### src/rtl/phase_accumulator_if.sv
// rtl/phase_accumulator_if.sv - frequency-word input and phase output streams of the phase accumulator
interface phase_accumulator_if #(
    parameter int ACC_DW   = 32,
    parameter int PHASE_DW = 16
);
    logic [ACC_DW-1:0]   s_axis_freq_tdata;
    logic                s_axis_freq_tvalid;
    logic                s_axis_freq_tready;
    logic [PHASE_DW-1:0] m_axis_phase_tdata;
    logic                m_axis_phase_tvalid;

    // master: the side feeding tuning words and consuming phase samples
    modport master (
        output s_axis_freq_tdata,
        output s_axis_freq_tvalid,
        input  s_axis_freq_tready,
        input  m_axis_phase_tdata,
        input  m_axis_phase_tvalid
    );

    // slave: the phase accumulator itself
    modport slave (
        input  s_axis_freq_tdata,
        input  s_axis_freq_tvalid,
        output s_axis_freq_tready,
        output m_axis_phase_tdata,
        output m_axis_phase_tvalid
    );
endinterface

### src/rtl/phase_accumulator.sv
// rtl/phase_accumulator.sv - DDS phase accumulator with linear frequency sweep and phase offset
// Optional truncation dither is enabled by defining PHASE_DITHER_EN.
module phase_accumulator #(
    parameter int PHASE_DW = 16,
    parameter int ACC_DW   = 32,
    parameter int CNT_DW   = 16
) (
    input  logic               clk,
    input  logic               reset,
    phase_accumulator_if.slave axis,
    input  logic [ACC_DW-1:0]  cfg_phase_offset,
    input  logic [ACC_DW-1:0]  cfg_sweep_step,
    input  logic [CNT_DW-1:0]  cfg_sweep_len,
    input  logic               start,
    input  logic               stop,
    input  logic               sync,
    output logic               busy
);
    typedef enum logic [1:0] {
        IDLE  = 2'd0,
        RUN   = 2'd1,
        SWEEP = 2'd2
    } state_t;

    state_t              state;
    state_t              state_next;
    logic [ACC_DW-1:0]   acc;
    logic [ACC_DW-1:0]   freq;
    logic [ACC_DW-1:0]   step_q;
    logic [ACC_DW-1:0]   phase_sum;
    logic [CNT_DW-1:0]   cnt;
    logic [PHASE_DW-1:0] tdata_q;
    logic                tvalid_q;
    logic                tready_q;
    logic                accept;
    logic                active;
    logic                enter_sweep;

    assign accept      = axis.s_axis_freq_tvalid & tready_q;
    assign active      = (state != IDLE);
    assign enter_sweep = (state_next == SWEEP) && (state != SWEEP);
    assign busy        = active;

    assign axis.s_axis_freq_tready  = tready_q;
    assign axis.m_axis_phase_tdata  = tdata_q;
    assign axis.m_axis_phase_tvalid = tvalid_q;

    always_ff @(posedge clk or posedge reset) begin
        if (reset) begin
            state <= IDLE;
        end else begin
            state <= state_next;
        end
    end

    // stop wins over start; a running sweep ignores further start requests
    always_comb begin
        state_next = state;
        if (stop) begin
            state_next = IDLE;
        end else if (start && (state != SWEEP)) begin
            state_next = (cfg_sweep_len != '0) ? SWEEP : RUN;
        end else if ((state == SWEEP) && (cnt == CNT_DW'(1))) begin
            state_next = RUN;
        end
    end

`ifdef PHASE_DITHER_EN
    localparam int                DITHER_BITS = ACC_DW - PHASE_DW;
    localparam logic [ACC_DW-1:0] DITHER_MASK = (ACC_DW'(1) << DITHER_BITS) - ACC_DW'(1);

    logic [15:0] lfsr;

    // Galois form of x^16+x^14+x^13+x^11+1, stepped once per output sample
    always_ff @(posedge clk or posedge reset) begin
        if (reset) begin
            lfsr <= 16'hACE1;
        end else if (active) begin
            lfsr <= {1'b0, lfsr[15:1]} ^ (lfsr[0] ? 16'hB400 : 16'h0000);
        end
    end

    assign phase_sum = acc + cfg_phase_offset + (ACC_DW'(lfsr) & DITHER_MASK);
`else
    assign phase_sum = acc + cfg_phase_offset;
`endif

    always_ff @(posedge clk or posedge reset) begin
        if (reset) begin
            acc      <= '0;
            freq     <= '0;
            step_q   <= '0;
            cnt      <= '0;
            tdata_q  <= '0;
            tvalid_q <= 1'b0;
            tready_q <= 1'b0;
        end else begin
            tready_q <= (state_next != SWEEP);
            tvalid_q <= active;
            if (active) begin
                tdata_q <= PHASE_DW'(phase_sum >> (ACC_DW - PHASE_DW));
            end

            if (sync) begin
                acc <= '0;
            end else if (active) begin
                acc <= acc + freq;
            end

            // a word accepted together with start becomes the sweep's initial frequency
            if (enter_sweep) begin
                cnt    <= cfg_sweep_len;
                step_q <= cfg_sweep_step;
                if (accept) begin
                    freq <= axis.s_axis_freq_tdata;
                end
            end else if (state == SWEEP) begin
                freq <= freq + step_q;
                cnt  <= cnt - CNT_DW'(1);
            end else if (accept) begin
                freq <= axis.s_axis_freq_tdata;
            end
        end
    end
endmodule

### src/flat_wrapper.sv
// flat-port wrapper written by rule: the top's interface ports become plain ports
module phase_accumulator_flat 
#(
    parameter int PHASE_DW = 16,
    parameter int ACC_DW   = 32,
    parameter int CNT_DW   = 16
)
  (clk, reset, cfg_phase_offset, cfg_sweep_step, cfg_sweep_len, start, stop, sync, busy, axis_s_axis_freq_tdata, axis_s_axis_freq_tvalid, axis_s_axis_freq_tready, axis_m_axis_phase_tdata, axis_m_axis_phase_tvalid);
  phase_accumulator_if #(.ACC_DW(ACC_DW), .PHASE_DW(PHASE_DW)) axis_i ();
  input  logic clk;
  input  logic reset;
  input  logic [ACC_DW-1:0] cfg_phase_offset;
  input  logic [ACC_DW-1:0] cfg_sweep_step;
  input  logic [CNT_DW-1:0] cfg_sweep_len;
  input  logic start;
  input  logic stop;
  input  logic sync;
  output logic busy;
  input wire logic [$bits(axis_i.s_axis_freq_tdata)-1:0] axis_s_axis_freq_tdata;
  input wire logic [$bits(axis_i.s_axis_freq_tvalid)-1:0] axis_s_axis_freq_tvalid;
  output wire logic [$bits(axis_i.s_axis_freq_tready)-1:0] axis_s_axis_freq_tready;
  output wire logic [$bits(axis_i.m_axis_phase_tdata)-1:0] axis_m_axis_phase_tdata;
  output wire logic [$bits(axis_i.m_axis_phase_tvalid)-1:0] axis_m_axis_phase_tvalid;
  assign axis_i.s_axis_freq_tdata = axis_s_axis_freq_tdata;
  assign axis_i.s_axis_freq_tvalid = axis_s_axis_freq_tvalid;
  assign axis_s_axis_freq_tready = axis_i.s_axis_freq_tready;
  assign axis_m_axis_phase_tdata = axis_i.m_axis_phase_tdata;
  assign axis_m_axis_phase_tvalid = axis_i.m_axis_phase_tvalid;
  phase_accumulator #(.PHASE_DW(PHASE_DW), .ACC_DW(ACC_DW), .CNT_DW(CNT_DW)) u_core (.clk(clk), .reset(reset), .axis(axis_i), .cfg_phase_offset(cfg_phase_offset), .cfg_sweep_step(cfg_sweep_step), .cfg_sweep_len(cfg_sweep_len), .start(start), .stop(stop), .sync(sync), .busy(busy));
endmodule
### config.mk
export PLATFORM = sky130hd
export DESIGN_NAME = phase_accumulator_flat
export DESIGN_NICKNAME = d
export VERILOG_FILES = /design/src/rtl/phase_accumulator_if.sv /design/src/rtl/phase_accumulator.sv /design/src/flat_wrapper.sv
export SDC_FILE = /design/constraint.sdc
export NUM_CORES = 1
export LEC_CHECK = 0
export ABC_AREA = 1
export CAP_MARGIN = 20
export CORE_MARGIN = 5
export CORE_UTILIZATION = 55
export DETAILED_ROUTE_END_ITERATION = 6
export PLACE_DENSITY_LB_ADDON = 0.12
export SLEW_MARGIN = 0
export SYNTH_ARGS = -nofsm -noshare
export SYNTH_HDL_FRONTEND = slang
export SYNTH_SLANG_ARGS = --single-unit
### constraint.sdc
create_clock -name clk -period 5.6 [get_ports clk]
set_input_delay 1.68 -clock clk [delete_from_list [all_inputs] [get_ports clk]]
set_output_delay 1.68 -clock clk [all_outputs]
set_load 0.1 [all_outputs]
==> results.md <==
* Clk sinks at 132
* Fin nets at 2144
* Synth warn at 0
* GRT Overall Usage at 29.3%
* Mapped Area at 11400 um^2
* Cells after DPL at 2180
* Share of cells above drive strength 1 at 3.24%
* Via count at 12253
* Hold Startpoint: u_core.axis.m_axis_phase_tdata[4]$_DFFE_PP0P_
* # DRC at 0
* Die area at 23700 um^2
* Clk Latency, worst-skew pair at about 430 ps
* Core area at about 20000 um^2
* Hold Buf Count CTS at 0
* Post-synthesis sequential area ratio at 29.0%
* Max FO, Critical Path at 20
* Initial DRT Pass Iterations at 6
* Status: finished clean
* DP HPWL at 28200 um
* Period minus WS final at 4350 ps
* Fmax at 230 MHz
* RSZ-0062 raised after global routing: false
* Vias in the first global route at between 10000 and 15000
* Leak pwr at ~0.0070 uW
* Mapped Cells at 1794
* TritonCTS clock tree: done
* Power Density at 445 nW/um^2
* Yosys reg bits at 132
* First-pass GRT wire length at 56800 um
* Main synth FF type: dfrtp_1
* CP Capture Type: primary output
* Ys async rst share at 100%
* Die H at around 150 um
* DRT iter0 DRCs at 800
* Via-to-Cell Ratio at 5.54
* Worst hold-check path type: register to register
* Post-Layout Cell Count at 2213
* Critical Path Source: u_core.state[1]$_DFF_PP0_
* Initial antenna violation count at 0
* Ports at 137
* Required time of the critical path at approximately 3900 ps
* Pins over their slew limit at 0
* Unique masters post-synth at 42
* Syn Area/Cell at 6.36 um^2
* CTS Buf Count at 17
* Hold Fails Final Rpt at 0
* CTS Root Cell: clkbuf_16
* Final Cycle Share at 77.6%
* Post-synth EDFFs at 0
* Crit path arrival time at approximately 2700 ps
* Bufs on Longest Clock Path at 2
* Slew at the pin closest to its max-slew limit at roughly 1000 ps
* GP Congestion at ~0.95
* Initial Util at 56.2%
* Setup Buffers After CTS at 0
* Worst IR Drop VDD at 0.215 mV
* Htree depth at 4
* Cells resized by post-CTS repair at 0
* Rows at between 50 and 60
* Clk slew on worst S/H paths at 70 ps
* Total gr overflow at 0
* Setup TNS at 0 ps
* CP Launch Type: register
* Post-route ant nets at 0
* Port Buffers at 136
* N_diodes at 0
* Clock skew at 14.0 ps
* Max-cap violation count at 0
* Syn nets at around 2000
* Fill cells at 1921
* CP Class: register to primary output
* Die width at 154 um
* Worst slew margin at about a third
* Largest net degree at the start of global routing at 46
* Setup violators final at 0
* Routed WL at 35200 um
* DR WL/cell at 15.9 um
* Worst flop-to-flop path startpoint: u_core.state[0]$_DFF_PP0_
* Area delta synth->final at 19.6%
## cells in the mapped netlist (12+ instances only)
master    number  area share [%]
nand3b_1      19             1.3
xor2_1        12            0.92
dfrtp_1      132              29
ha_1          94              10
nor3_1        23             1.0
nand2_1      661              22
clkbuf_1      15            0.49
o21bai_1      18             1.2
nor2_1       204             6.7
o21ai_0      109             4.8
a21oi_1      123             5.4
inv_1        166             5.5
nand3_1      120             5.3
## logic make-up (layout without fill, tap and decap cells)
| group | after synthesis | in the layout | share of synthesized area (%) |
|---|---|---|---|
| simple gates | 1053 | 1053 | 37.6 |
| compound gates | 291 | 291 | 14.0 |
| buf+inv | 201 | 350 | 7.11 |
| flops | 132 | 132 | 29.0 |
| fa+ha+maj | 96 | 96 | 10.7 |
| xor+xnor | 21 | 21 | 1.61 |
## registers in the layout (all words and copies together), names as in the netlist
register                         count
u_core.acc                          32
u_core.axis.m_axis_phase_tdata      16
u_core.axis.m_axis_phase_tvalid      1
u_core.axis.s_axis_freq_tready       1
u_core.cnt                          16
u_core.freq                         32
u_core.state                         2
u_core.step_q                       32
## cells in the final DEF, fill, tap and decap left out, types with 3 or more instances in the layout
master / Yosys / layout
inv_6: 0 / 5
nand2_2: 3 / 3
nand4_1: 8 / 8
nand2_1: 661 / 661
or2_2: 6 / 6
dfrtp_1: 132 / 132
o21bai_1: 18 / 18
nand3b_1: 19 / 19
o21a_1: 8 / 8
buf_4: 3 / 9
a21o_1: 5 / 5
clkbuf_16: 0 / 17
ha_1: 94 / 94
clkdlybuf4s50_1: 0 / 136
xnor2_1: 9 / 9
xor2_1: 12 / 12
inv_2: 3 / 3
nand3_1: 120 / 120
inv_1: 166 / 165
o22ai_1: 4 / 4
nor2_1: 204 / 203
nor2_2: 2 / 3
a31oi_1: 11 / 11
a21oi_1: 123 / 123
nor3_1: 23 / 23
o32ai_1: 3 / 3
o211ai_1: 3 / 3
o21ai_0: 109 / 109
clkinvlp_4: 0 / 3
## final timing paths
| kind | depth (start not counted) | slack, ps | to |
|---|---|---|---|
| min in group asynchronous | 2 | 1650 | u_core.acc[1]$_DFFE_PP0P_ |
| max reg2reg | 10 | 2950 | u_core.step_q[8]$_DFFE_PP0P_ |
| max | 4 | 1250 | busy |
| max in group asynchronous | 3 | 3050 | u_core.step_q[20]$_DFFE_PP0P_ |
| min reg2reg | 2 | 480 | u_core.axis.m_axis_phase_tdata[4]$_DFFE_PP0P_ |
| min | 2 | 480 | u_core.axis.m_axis_phase_tdata[4]$_DFFE_PP0P_ |
## critical path, stage by stage, from the launching register on
cell and delay (ps):
dfrtp_1 390, nor2_2 50, buf_4 210, inv_2 360
clkdlybuf4s50_1 1220
## per-stage QoR
| stage | hold slack [ps] | worst slack (ps) | power [uW] | instance area [um^2] | util (%) |
|---|---|---|---|---|---|
| 2_1_floorplan | 455 | 394 | 3960 | 11400 | - |
| 3_3_place_gp | 462 | 1740 | 4790 | 13000 | 64.1 |
| 3_5_place_dp | 464 | 1700 | 4850 | 13000 | 64.1 |
| 4_1_cts | 480 | 1260 | 6020 | 13600 | 67.1 |
| 5_1_grt | 510 | 1200 | 6550 | 13600 | 67.2 |
| 6_report | 479 | 1250 | 6070 | 13600 | 67.2 |
## where the power goes
part | total (uW) | internal (uW) | leakage [uW] | switching (uW)
combinational | 3380 | 1140 | 0.00506 | 2250
clock | 1150 | 669 | 0.000282 | 478
sequential | 1540 | 1230 | 0.00165 | 312
## final cells by class
cell class	instances	area (um^2)	share of cell area, %
clock inverter	14	166	1.22
inverter	172	651	4.77
multi-input combinational	1461	7300	53.5
sequential	132	3300	24.2
timing repair buffer	146	1460	10.7
tap	270	338	2.48
clock buffer	18	429	3.15
## per-layer routing
metal	vias to the layer above	global-route usage [%]	share of wire (%)
met2	428	51.0	48
met4	0	12.2	3.7
met5	-	0	0
li1	6132	-	-
met1	5618	35.9	42
met3	75	4.86	6.2
(Power assumes the default switching activity.)
